File: src/rtl/neural_compressor_pkg.sv
// Shared types and defaults for the neural compressor datapath.
// Holds the sample width and the spike snippet packetizer's state type and defaults.
package neural_compressor_pkg;

  localparam int DATA_WIDTH = 16;

  localparam int SNIP_PRE  = 8;
  localparam int SNIP_POST = 16;

  typedef enum logic [1:0] {
    IDLE,
    CAPTURE,
    EMIT
  } snippet_state_t;

endpackage

File: src/rtl/snippet_ring_buffer.sv
// Circular sample store for the snippet packetizer. It has a registered write
// port with a self-wrapping write pointer and an asynchronous read port.
module snippet_ring_buffer #(
  parameter int DEPTH      = 25,
  parameter int DATA_WIDTH = 16,
  localparam int PTR_W     = $clog2(DEPTH)
) (
  input  logic                  clk,
  input  logic                  rst_n,
  input  logic                  wr_en,
  input  logic [DATA_WIDTH-1:0] wr_data,
  input  logic [PTR_W-1:0]      rd_addr,
  output logic [DATA_WIDTH-1:0] rd_data,
  output logic [PTR_W-1:0]      wr_ptr
);

  logic [DATA_WIDTH-1:0] mem [DEPTH];

  // NOTE: the storage is reset so that ring contents are defined after reset.
  // Because of this the array is built from flops and cannot map onto a RAM macro.
  always_ff @(posedge clk or negedge rst_n) begin
    if (!rst_n) begin
      for (int i = 0; i < DEPTH; i++) mem[i] <= '0;
      wr_ptr <= '0;
    end else if (wr_en) begin
      mem[wr_ptr] <= wr_data;
      wr_ptr      <= (wr_ptr == PTR_W'(DEPTH - 1)) ? '0 : wr_ptr + 1'b1;
    end
  end

  assign rd_data = mem[rd_addr];

endmodule

File: src/rtl/spike_snippet_packetizer.sv
// Captures PRE/spike/POST sample windows around flagged spikes and emits each
// window as a framed packet: a timestamp header followed by the samples, oldest first.
module spike_snippet_packetizer
  import neural_compressor_pkg::*;
#(
  parameter int PRE_SAMPLES  = SNIP_PRE,
  parameter int POST_SAMPLES = SNIP_POST,
  parameter int TS_WIDTH     = 32
) (
  input  logic                  clk,
  input  logic                  rst_n,
  input  logic [DATA_WIDTH-1:0] data_in,
  input  logic                  spike_in,
  input  logic                  valid_in,
  output logic                  ready_out,
  output logic [DATA_WIDTH-1:0] pkt_data,
  output logic                  pkt_sop,
  output logic                  pkt_eop,
  output logic                  pkt_valid,
  input  logic                  pkt_ready,
  output logic [15:0]           event_count,
  output logic [15:0]           drop_count
);

  localparam int DEPTH   = PRE_SAMPLES + 1 + POST_SAMPLES;
  localparam int PKT_LEN = DEPTH + 1;
  localparam int PTR_W   = $clog2(DEPTH);
  localparam int SUM_W   = PTR_W + 1;
  localparam int PRE_W   = $clog2(PRE_SAMPLES + 1);
  localparam int POST_W  = $clog2(POST_SAMPLES + 1);
  localparam int IDX_W   = $clog2(PKT_LEN);

  snippet_state_t        state;
  logic [TS_WIDTH-1:0]   ts;
  logic [DATA_WIDTH-1:0] hdr_ts;
  logic [PTR_W-1:0]      wr_ptr;
  logic [PTR_W-1:0]      rd_ptr;
  logic [PTR_W-1:0]      start_ptr;
  logic [SUM_W-1:0]      start_sum;
  logic [DATA_WIDTH-1:0] rd_data;
  logic [POST_W-1:0]     post_cnt;
  logic [IDX_W-1:0]      emit_idx;
  logic [PRE_W-1:0]      pre_cnt;
  logic                  primed;
  logic                  accept;
  logic                  handshake;

  assign accept    = valid_in && ready_out;
  assign handshake = pkt_valid && pkt_ready;

  // The oldest snippet sample sits PRE_SAMPLES slots behind the spike's write slot.
  assign start_sum = {1'b0, wr_ptr} + SUM_W'(DEPTH - PRE_SAMPLES);
  assign start_ptr = (start_sum >= SUM_W'(DEPTH)) ? PTR_W'(start_sum - SUM_W'(DEPTH))
                                                  : PTR_W'(start_sum);

  snippet_ring_buffer #(
    .DEPTH      (DEPTH),
    .DATA_WIDTH (DATA_WIDTH)
  ) u_ring (
    .clk     (clk),
    .rst_n   (rst_n),
    .wr_en   (accept),
    .wr_data (data_in),
    .rd_addr (rd_ptr),
    .rd_data (rd_data),
    .wr_ptr  (wr_ptr)
  );

  // NOTE: every register here is updated with a non-blocking assignment. Each branch
  // therefore reads the values from before the edge, whatever order the statements are in.
  always_ff @(posedge clk or negedge rst_n) begin
    if (!rst_n) begin
      state       <= IDLE;
      ready_out   <= 1'b0;
      ts          <= '0;
      hdr_ts      <= '0;
      rd_ptr      <= '0;
      post_cnt    <= '0;
      emit_idx    <= '0;
      pre_cnt     <= '0;
      primed      <= 1'b0;
      pkt_data    <= '0;
      pkt_sop     <= 1'b0;
      pkt_eop     <= 1'b0;
      pkt_valid   <= 1'b0;
      event_count <= '0;
      drop_count  <= '0;
    end else begin
      if (accept) ts <= ts + 1'b1;

      if (accept && !primed) begin
        pre_cnt <= pre_cnt + 1'b1;
        if (pre_cnt == PRE_W'(PRE_SAMPLES - 1)) primed <= 1'b1;
      end

      case (state)
        IDLE: begin
          ready_out <= 1'b1;
          if (accept && spike_in) begin
            if (primed) begin
              // rd_ptr holds the snippet start until emission walks it forward.
              rd_ptr   <= start_ptr;
              hdr_ts   <= ts[DATA_WIDTH-1:0];
              post_cnt <= POST_W'(POST_SAMPLES);
              state    <= CAPTURE;
            end else if (drop_count != 16'hFFFF) begin
              drop_count <= drop_count + 1'b1;
            end
          end
        end

        CAPTURE: begin
          if (accept) begin
            if (spike_in && drop_count != 16'hFFFF) drop_count <= drop_count + 1'b1;
            post_cnt <= post_cnt - 1'b1;
            if (post_cnt == POST_W'(1)) begin
              state     <= EMIT;
              ready_out <= 1'b0;
              pkt_valid <= 1'b1;
              pkt_sop   <= 1'b1;
              pkt_eop   <= 1'b0;
              pkt_data  <= hdr_ts;
              emit_idx  <= '0;
            end
          end
        end

        EMIT: begin
          if (handshake) begin
            if (pkt_eop) begin
              pkt_valid <= 1'b0;
              pkt_eop   <= 1'b0;
              state     <= IDLE;
              ready_out <= 1'b1;
              if (event_count != 16'hFFFF) event_count <= event_count + 1'b1;
            end else begin
              pkt_data <= rd_data;
              pkt_sop  <= 1'b0;
              pkt_eop  <= (emit_idx == IDX_W'(PKT_LEN - 2));
              emit_idx <= emit_idx + 1'b1;
              rd_ptr   <= (rd_ptr == PTR_W'(DEPTH - 1)) ? '0 : rd_ptr + 1'b1;
            end
          end
        end

        default: state <= IDLE;
      endcase
    end
  end

endmodule
File: config.mk
export PLATFORM = sky130hd
export DESIGN_NAME = spike_snippet_packetizer
export DESIGN_NICKNAME = d
export VERILOG_FILES = /design/src/rtl/neural_compressor_pkg.sv /design/src/rtl/snippet_ring_buffer.sv /design/src/rtl/spike_snippet_packetizer.sv
export SDC_FILE = /design/constraint.sdc
export NUM_CORES = 1
export LEC_CHECK = 0
export CORE_UTILIZATION = 40
export DETAILED_ROUTE_END_ITERATION = 16
export GPL_TIMING_DRIVEN = 0
export PLACE_DENSITY_LB_ADDON = 0.25
export SLEW_MARGIN = 20
export SYNTH_ARGS = -nofsm -noshare
export SYNTH_HDL_FRONTEND = slang
export SYNTH_SLANG_ARGS = --single-unit
File: constraint.sdc
create_clock -name clk -period 2.1 [get_ports clk]
set_input_delay 0.42 -clock clk [delete_from_list [all_inputs] [get_ports clk]]
set_output_delay 0.42 -clock clk [all_outputs]
set_load 0.02 [all_outputs]
== After elaboration in Yosys (flattened, before gate mapping) ==
Index checks and enable logic that the tools add are counted.
Storage, ports and cells
  logic and storage cells: 156
  output and inout bits: 52
  flip-flop bits (word level): 527
Operators by class
  $lt $le $gt $ge: 4
  bitwise logic cells: 2
  add/subtract/negate cells: 10
  multiplexer cells: 57
  equality and inequality tests: 19
  reductions and logical operators: 23
Operator list (number)
  400-bit bitwise mux: 1
  16-bit 2-to-1 mux: 12
  16-bit binary-select mux with 5-bit select: 1
  16-bit demux with 5-bit select: 1
  5-bit 2-to-1 mux: 14
  16-bit one-hot mux with 2 select lines: 2
  16-bit by 1-bit adder with 16-bit output (second input constant): 2
  32-bit by 1-bit adder with 32-bit output (second input constant): 1
  16-bit != test (second input constant): 2
  5-bit one-hot mux with 2 select lines: 3
  2-bit != test (second input constant): 10
  5-bit AND reduction: 4
  5-bit by 1-bit adder with 5-bit output (second input constant): 3
  5-bit == test (second input constant): 3
  6-bit >= comparator (second input constant): 2
  1-bit 2-to-1 mux: 12
  2-bit 2-to-1 mux: 6
  5-bit inverter with 6-bit output: 2
  4-bit AND reduction: 3
  6-bit AND reduction: 2
  5-bit by 5-bit adder with 6-bit output (second input constant): 1
  6-bit by 5-bit >= comparator with 1-bit output (second input constant): 1
  1-bit logical AND: 6
  6-bit by 1-bit less-than comparator with 1-bit output (second input constant): 1
  other kinds (16): 20

== Logic depth before layout (Yosys ltp) ==
Gate-level depths: netlist of the first run.
  depth after elaboration: 7
  depth in mapped cells: 9

== Modules after synthesis ==
A second synthesis of the first run with hierarchy kept.
Unflattened totals
  cell total of the unflattened synthesis: 1838
  area total of the unflattened synthesis: 23875.4 µm²
Modules (own cells, without submodules)
  snippet_ring_buffer: cells an instance 1328, area each 18724.2 µm², instances 1
  spike_snippet_packetizer: cells an instance 510, area each 5151.2 µm², instances 1

== Least setup slack after synthesis of the first run ==
Ideal clock, no wire load.
  kind: register to register
  start point: reg u_ring.wr_ptr[0]
  end point: reg u_ring.mem[325] in the netlist's numbering
  required time: 1.975 ns
  setup time: 0.125 ns
  period minus slack after synthesis: 2.259 ns
  path buffers: 3
  cell stages (with the launch flop): 9
  arrival: 2.134 ns
  path slack: -0.159 ns
  cell sequence: dfrtp_1 clkbuf_1 inv_1 ha_1 clkbuf_1 nand2_1 nor2_2 buf_2 mux2_2
Between the ends
  longest elaborated chain between the ends: 6
  elaborated cells on any way between the ends: 7
  classes of those cells: order compare (2); mux (3); bitwise (1); reduce/logical (1)
RTL lines
  start, declared: line snippet_ring_buffer.sv:14  | output logic [PTR_W-1:0] wr_ptr
  start signal, assigned: line snippet_ring_buffer.sv:27  | wr_ptr <= (wr_ptr == PTR_W'(DEPTH - 1)) ? '0 : wr_ptr + 1'b1;
  5-bit inverter with 6-bit output (implied by the code) (*): line snippet_ring_buffer.sv:26  | mem[wr_ptr] <= wr_data;
  6-bit >= comparator (implied by the code) / 6-bit by 1-bit less-than comparator with 1-bit output (equally long branches): line snippet_ring_buffer.sv:26
  1-bit logical AND (implied by the code): line snippet_ring_buffer.sv:26
  16-bit 2-to-1 mux (implied by the code): line snippet_ring_buffer.sv:26
  16-bit demux with 5-bit select (*): line snippet_ring_buffer.sv:26
  400-bit bitwise mux (*): line snippet_ring_buffer.sv:26
  end signal, assigned by index: line snippet_ring_buffer.sv:26
  end, declared: line snippet_ring_buffer.sv:17  | logic [DATA_WIDTH-1:0] mem [DEPTH];
Every way passes the cells marked *; elsewhere a longest branch is shown, timed or not.
A chain may end at the register's enable or synchronous reset.

== Final worst setup path of the first run ==
  start point: reg rd_ptr[0]
  end point: reg pkt_data[6]
Between the ends
  longest elaborated chain between the ends: 7
RTL lines
  start, declared: line spike_snippet_packetizer.sv:37  | logic [PTR_W-1:0] rd_ptr;
  start signal, assigned: line spike_snippet_packetizer.sv:102  | rd_ptr <= start_ptr;
  start signal, assigned: line spike_snippet_packetizer.sv:141  | rd_ptr <= (rd_ptr == PTR_W'(DEPTH - 1)) ? '0 : rd_ptr + 1'b1;
  5-bit inverter with 6-bit output (implied by the code): line snippet_ring_buffer.sv:31  | assign rd_data = mem[rd_addr];
  16-bit binary-select mux with 5-bit select: line snippet_ring_buffer.sv:31
  16-bit 2-to-1 mux (implied by the code) (2 in a row): line snippet_ring_buffer.sv:31
  16-bit 2-to-1 mux: line spike_snippet_packetizer.sv:130  | if (pkt_eop) begin
  16-bit 2-to-1 mux: line spike_snippet_packetizer.sv:129  | if (handshake) begin
  16-bit one-hot mux with 2 select lines: line spike_snippet_packetizer.sv:96  | case (state)
  end signal, assigned: line spike_snippet_packetizer.sv:122  | pkt_data <= hdr_ts;
  end signal, assigned: line spike_snippet_packetizer.sv:137  | pkt_data <= rd_data;
  end, declared: line spike_snippet_packetizer.sv:16  | output logic [DATA_WIDTH-1:0] pkt_data,
Every way passes these cells. The select of a mux whose other input is x is not followed.

==> flow_metrics.env, run 1 <==
export IMPL_p_leak_nw=12.8
export IMPL_yosys_warnings=0
export IMPL_skew_ns=0.0244
export IMPL_cp_arrival_ns=2.58
export IMPL_synth_top_area_cell="dfrtp_1"
export IMPL_grt_antenna_before_repair=0
export IMPL_cp_max_fo=10
export IMPL_netlist_instances=1776
export IMPL_cts_buffers=54
export IMPL_track_usage_pct=21.6
export IMPL_worstPathCellList="buf_12, buf_12, mux4_2, a221o_1, a21oi_2, o21ai_0"
export IMPL_clkTransAtPathRegs_ns=0.06
export IMPL_fill_cells=5077
export IMPL_cts_tree="yes"
export IMPL_critPathSlowestCell="mux4_2"
export IMPL_fin_ws_ns=-0.0218
export IMPL_timing_fmax_mhz=471
export IMPL_power_mw=40.9
export IMPL_start_util_pct=40.7
export IMPL_viasPerCell=5.55
export IMPL_postSynthAreaPerCell_um2=13.3
export IMPL_yosysSeqAreaShare_pct=54.2
export IMPL_syn_cell_area_um2=23600
export IMPL_seq_area_um2=12800
export IMPL_tns_ns=-0.0434
export IMPL_clock_latency_ns=0.62
export IMPL_grt_pass1_vias=15800
export IMPL_relSlewSlack_pct=50.7
export IMPL_mostFrequentLayoutCells="dfrtp_1 (507), mux2_2 (388), nand2_1 (151)"
export IMPL_drive_gt1_share_pct=38.3
export IMPL_power_density_nw_per_um2=1450
export IMPL_layout_nets=1985
export IMPL_via_count=15300
export IMPL_fin_crit_ns=2.12
export IMPL_dr_pass1_iters=4
export IMPL_power_frac_seq_pct=39.0
export IMPL_place_ws_ns=-0.742
export IMPL_yosys_area_top_type_share_pct=54.2
export IMPL_grt_pass1_wl_um=98300
export IMPL_cp_num_buf_inv=2
export IMPL_synth_fp_nets=1811
export IMPL_grt_start_max_net_pins=92
export IMPL_drv_slew=0
export IMPL_ys_ff_latch=511
export IMPL_switching_power_mw=13.9
export IMPL_tightestPinTransition_ns=0.739
export IMPL_swShare_pct=34.0
export IMPL_core_um2=58000
export IMPL_die_x_um=245
export IMPL_num_antenna_cells=0
export IMPL_synth_edf_count=0
export IMPL_rsz0062_at_grt="true"
export IMPL_cts_sinks=511
export IMPL_path_delay_family="compound AO/OA/AOI/OAI gates"
export IMPL_cpMostUsedCell="buf_12"
export IMPL_hold_viol=0
export IMPL_cts_buffer_depth=3
export IMPL_internal_power_mw=27.0
export IMPL_hpwl_um=44800
export IMPL_final_common_cell="dfrtp_1"
export IMPL_htree_num_levels=2
export IMPL_first_iter_violations=1008
export IMPL_ant_nets=0
export IMPL_clock_power_share_pct=23.0
export IMPL_clk_root_buffer_cell="clkbuf_16"
export IMPL_hp_class="in -> async"
export IMPL_die_y_um=245
export IMPL_run_status="finished, violations left"
export IMPL_die_area_um2=60000
export IMPL_drc_errors=0
export IMPL_worstPathRequired_ns=2.56
export IMPL_multi_input_area_um2=10400
export IMPL_async_flop_share_pct=100
export IMPL_num_rows=88
export IMPL_netlist_top_cells_area="dfrtp_1 (54%), mux2_2 (19%), mux4_2 (6.1%)"
export IMPL_drv_cap=0
export IMPL_portBuffers=72
export IMPL_synth_cell_type_count=67
export IMPL_whs_ns=0.376
export IMPL_finalSetupViolCount=2
export IMPL_combPwrFrac_pct=38.1
export IMPL_grt_overflow=0
export IMPL_cpPeakStageDelay_ns=0.53
export IMPL_avgRoutedWirePerCell_um=23.5
export IMPL_io_pins=73
export IMPL_finalCritPeriodShare_pct=101
export IMPL_cp_start_kind="flop"
export IMPL_routed_wl_um=64700
export IMPL_synth_flop_cell="dfrtp_1"
export IMPL_area_growth_syn_to_layout_pct=19.7
export IMPL_routabilityCongestion=0.864
export IMPL_failed_checks="setup timing"
export IMPL_crit_type="reg -> reg"
export IMPL_crit_path_end_kind="flop"
export IMPL_ir_worst_vdd_uv=754
-- sequential cells by signal, summed over array words and instances (netlist names), 5 cells and up --
signal and cells:
ts 16, u_ring.mem 400, hdr_ts 16, u_ring.wr_ptr 5
post_cnt 5, event_count 16, pkt_data 16, rd_ptr 5
emit_idx 5, drop_count 16
-- area by class of cell --
type | instances | share of cell area (%)
sequential | 511 | 45.3
multi-input combinational | 1108 | 36.9
clock buffer | 86 | 5.89
timing repair buffer | 119 | 4.67
tap | 765 | 3.39
buffer | 124 | 3.15
inverter | 32 | 0.439
clock inverter | 11 | 0.270
-- cell families after synthesis --
kind of cell             after synthesis  share of synthesized area [%]
multiplexers                         518                           27.4
flip-flops                           511                           54.2
AND/OR/NAND/NOR                      326                           6.89
AO/OA/AOI/OAI                        198                           5.72
buffers and inverters                157                           3.08
XOR/XNOR                              52                           1.93
adder cells (fa/ha/maj)               14                          0.743
-- power by group through the flow --
stage / registers, mW / clock network, mW / logic [mW]
floorplan: 15.5 / 0 / 9.78
global placement: 15.8 / 0 / 13.7
detailed placement: 16.0 / 0 / 14.0
CTS: 15.8 / 9.55 / 14.7
global route: 16.4 / 9.92 / 16.6
finish: 15.9 / 9.39 / 15.6
-- per-stage QoR --
step                std cells  utilization, %  area, µm²
global placement         2613            43.6      25300
CTS                      2737            47.7      27700
global route             2756            48.7      28200
floorplan                1776               -      23600
finish                   2756            48.7      28200
detailed placement       2619            43.9      25500
-- routing by layer --
metal	GRT usage (%)	vias up	routed length [µm]
met5	0	-	0
li1	-	6793	-
met1	30.3	8071	29200
met4	5.75	0	1400
met2	34.9	335	30800
met3	3.09	91	3260
-- synthesized netlist by cell type, types with 5 or more instances --
library cell and number:
and3_1 7, nor2_2 9, mux2_2 388, xnor2_1 36, mux2i_1 65, nand3_2 12
clkbuf_1 65, nor2_1 41, a32oi_1 15, buf_6 5, dfrtp_1 511, o21ai_0 57
inv_1 31, buf_2 40, nand4_1 21, a22oi_1 46, a21oi_1 23, a221o_1 15
ha_1 14, buf_4 13, mux4_2 64, o21ai_1 8, xor2_1 16, nor3_1 6
nand3_1 30, nand2_1 156, nor2b_1 8
-- path summary, 6_finish.rpt --
check / start / end / slack, ns / cells after the start
hold reg to reg: pre_cnt[3] / pre_cnt[3] / 0.48 / 1
setup / recovery: rd_ptr[0] / pkt_data[6] / -0.02 / 6
setup reg to reg: rd_ptr[0] / pkt_data[6] / -0.02 / 6
max in group asynchronous: rst_n / u_ring.mem[201] / 0.37 / 6
min in group clk: pre_cnt[3] / pre_cnt[3] / 0.48 / 1
hold / removal: rst_n / drop_count[10] / 0.38 / 3
-- tightest hold or removal path, cell delays in order --
cell and delay, ns:
dlygate4sd3_1 0.56, buf_8 0.13, buf_16 0.25
-- what timing repair did --
| action | CTS | global route |
|---|---|---|
| endpoints found under the setup margin | 281 | 394 |
| hold endpoints to repair | 59 | 0 |
| gates resized for setup | 117 | 99 |
| hold buffers | 2 | 0 |
| buffers inserted | 20 | 14 |
| cloned | 0 | 5 |
| pin swaps | 13 | 19 |
Note: power is estimated with default switching activity, not from simulation.
==> run 2: changes to the inputs <==
--- a/config.mk
+++ b/config.mk
@@ -5,10 +5,12 @@
 export SDC_FILE = /design/constraint.sdc
 export NUM_CORES = 1
 export LEC_CHECK = 0
-export CORE_UTILIZATION = 40
+export CORE_ASPECT_RATIO = 0.9
+export CORE_UTILIZATION = 45
 export DETAILED_ROUTE_END_ITERATION = 16
 export GPL_TIMING_DRIVEN = 0
 export PLACE_DENSITY_LB_ADDON = 0.25
+export REMOVE_ABC_BUFFERS = 1
 export SLEW_MARGIN = 20
 export SYNTH_ARGS = -nofsm -noshare
 export SYNTH_HDL_FRONTEND = slang
==> flow_metrics.env, run 2 (same netlist as run 1, synthesis figures left out) <==
export IMPL_fin_util_pct=54.3
export IMPL_final_common_cell="dfrtp_1"
export IMPL_drc_errors=0
export IMPL_via_count=15100
export IMPL_run_status="finished, violations left"
export IMPL_cts_buffers=53
export IMPL_core_um2=51700
export IMPL_grt_pass1_wl_um=94500
export IMPL_skew_ns=0.0223
export IMPL_cp_start_kind="flop"
export IMPL_grt_pass1_vias=15300
export IMPL_finalCritPeriodShare_pct=104
export IMPL_dp_cells=2432
export IMPL_routabilityCongestion=0.789
export IMPL_fin_area_um2=28100
export IMPL_ant_nets=0
export IMPL_htree_num_levels=2
export IMPL_worstPathRequired_ns=2.57
export IMPL_largest_reg_flops=400
export IMPL_layout_nets=1898
export IMPL_dr_pass1_iters=4
export IMPL_clkTransAtPathRegs_ns=0.06
export IMPL_fill_cells=4224
export IMPL_p_leak_nw=12.6
export IMPL_first_iter_violations=1139
export IMPL_finalSetupViolCount=6
export IMPL_cts_tree="yes"
export IMPL_place_area_um2=25100
export IMPL_crit_path_end_kind="flop"
export IMPL_mostFrequentLayoutCells="dfrtp_1 (500), mux2_2 (388), nand2_1 (146)"
export IMPL_routed_wl_um=61300
export IMPL_relSlewSlack_pct=26.4
export IMPL_largest_register="u_ring.mem"
export IMPL_clk_root_buffer_cell="clkbuf_16"
export IMPL_ir_worst_vdd_uv=682
export IMPL_power_mw=40.7
export IMPL_failed_checks="setup timing"
export IMPL_drv_cap=0
export IMPL_num_rows=79
export IMPL_area_growth_syn_to_layout_pct=19.1
export IMPL_grt_start_max_net_pins=106
export IMPL_clock_latency_ns=0.60
export IMPL_tightestPinTransition_ns=1.10
export IMPL_layoutNonFillerInstCount=2592
export IMPL_viasPerCell=5.83
export IMPL_start_util_pct=45.6
export IMPL_cts_sinks=511
export IMPL_die_area_um2=53300
export IMPL_portBuffers=72
export IMPL_drv_slew=0
export IMPL_grt_antenna_before_repair=1
export IMPL_io_pins=73
export IMPL_fin_ws_ns=-0.0766
export IMPL_grt_overflow=0
export IMPL_cp_max_fo=10
export IMPL_die_x_um=243
export IMPL_hold_viol=0
export IMPL_power_density_nw_per_um2=1450
export IMPL_cts_buffer_depth=3
export IMPL_rsz0062_at_grt="true"
export IMPL_track_usage_pct=23.3
export IMPL_die_y_um=219
export IMPL_cp_arrival_ns=2.65
export IMPL_crit_type="reg -> reg"
export IMPL_hp_class="in -> async"
export IMPL_timing_fmax_mhz=459
export IMPL_fin_crit_ns=2.18
export IMPL_tns_ns=-0.150
export IMPL_avgRoutedWirePerCell_um=23.7
export IMPL_hpwl_um=35300
export IMPL_drive_gt1_share_pct=37.4
run 2: per-stage QoR:
step                hold slack, ns  worst slack (ns)
floorplan                    0.124             -2.68
global placement             0.462            -21.49
detailed placement           0.343             -1.40
CTS                          0.292            -0.201
global route                 0.336           -0.0935
finish                       0.308           -0.0766
run 2: worst max-delay path, stage by stage, from the launching register on:
cell and delay, ns:
dfrtp_4 0.46, buf_12 0.14, bufbuf_16 0.30, mux4_2 0.51
a221o_1 0.33, a21oi_2 0.22, o21ai_1 0.09
run 2: path summary, 6_finish.rpt:
kind,start,endpoint,slack [ns],depth (start not counted)
max in group asynchronous,rst_n,u_ring.mem[303],0.35,5
worst max-delay path,rd_ptr[0],pkt_data[13],-0.08,6
worst max register to register,rd_ptr[0],pkt_data[13],-0.08,6
min in group clk,hdr_ts[5],hdr_ts[5],0.48,2
worst min-delay path,rst_n,drop_count[8],0.31,2
worst min register to register,hdr_ts[5],hdr_ts[5],0.48,2
run 2: layer usage:
metal,global-route usage [%],up-vias,share of wire (%)
li1,-,6612,-
met1,32.9,7976,45
met2,37.1,423,47
met3,3.86,98,5.6
met4,6.44,0,2.4
met5,0,-,0
run 2: final cells by class:
type / count / area, µm² / area share, %
well taps: 688 / 861 / 3.06
flip-flops and latches: 511 / 12800 / 45.6
repair buffers: 155 / 2030 / 7.21
diodes: 1 / 2.50 / 0.00891
inverters: 32 / 128 / 0.454
clock buffers: 83 / 1590 / 5.66
multi-input cells: 1110 / 10500 / 37.5
clock inverters: 12 / 141 / 0.503
run 2: repair_timing:
item,in CTS,in global routing
gates resized for setup,97,18
hold buffers,1,0
hold endpoints to repair,45,0
buffers inserted,39,19
gates cloned,5,1
pin swaps,32,3
setup endpoints to repair,459,356
run 2: power breakdown:
| group | leakage, nW | switching [mW] | internal (mW) | total (mW) |
|---|---|---|---|---|
| combinational | 5.16 | 7.17 | 7.93 | 15.1 |
| clock | 0.851 | 3.85 | 5.54 | 9.39 |
| sequential | 6.57 | 2.44 | 13.8 | 16.2 |
| total | 12.6 | 13.5 | 27.3 | 40.7 |
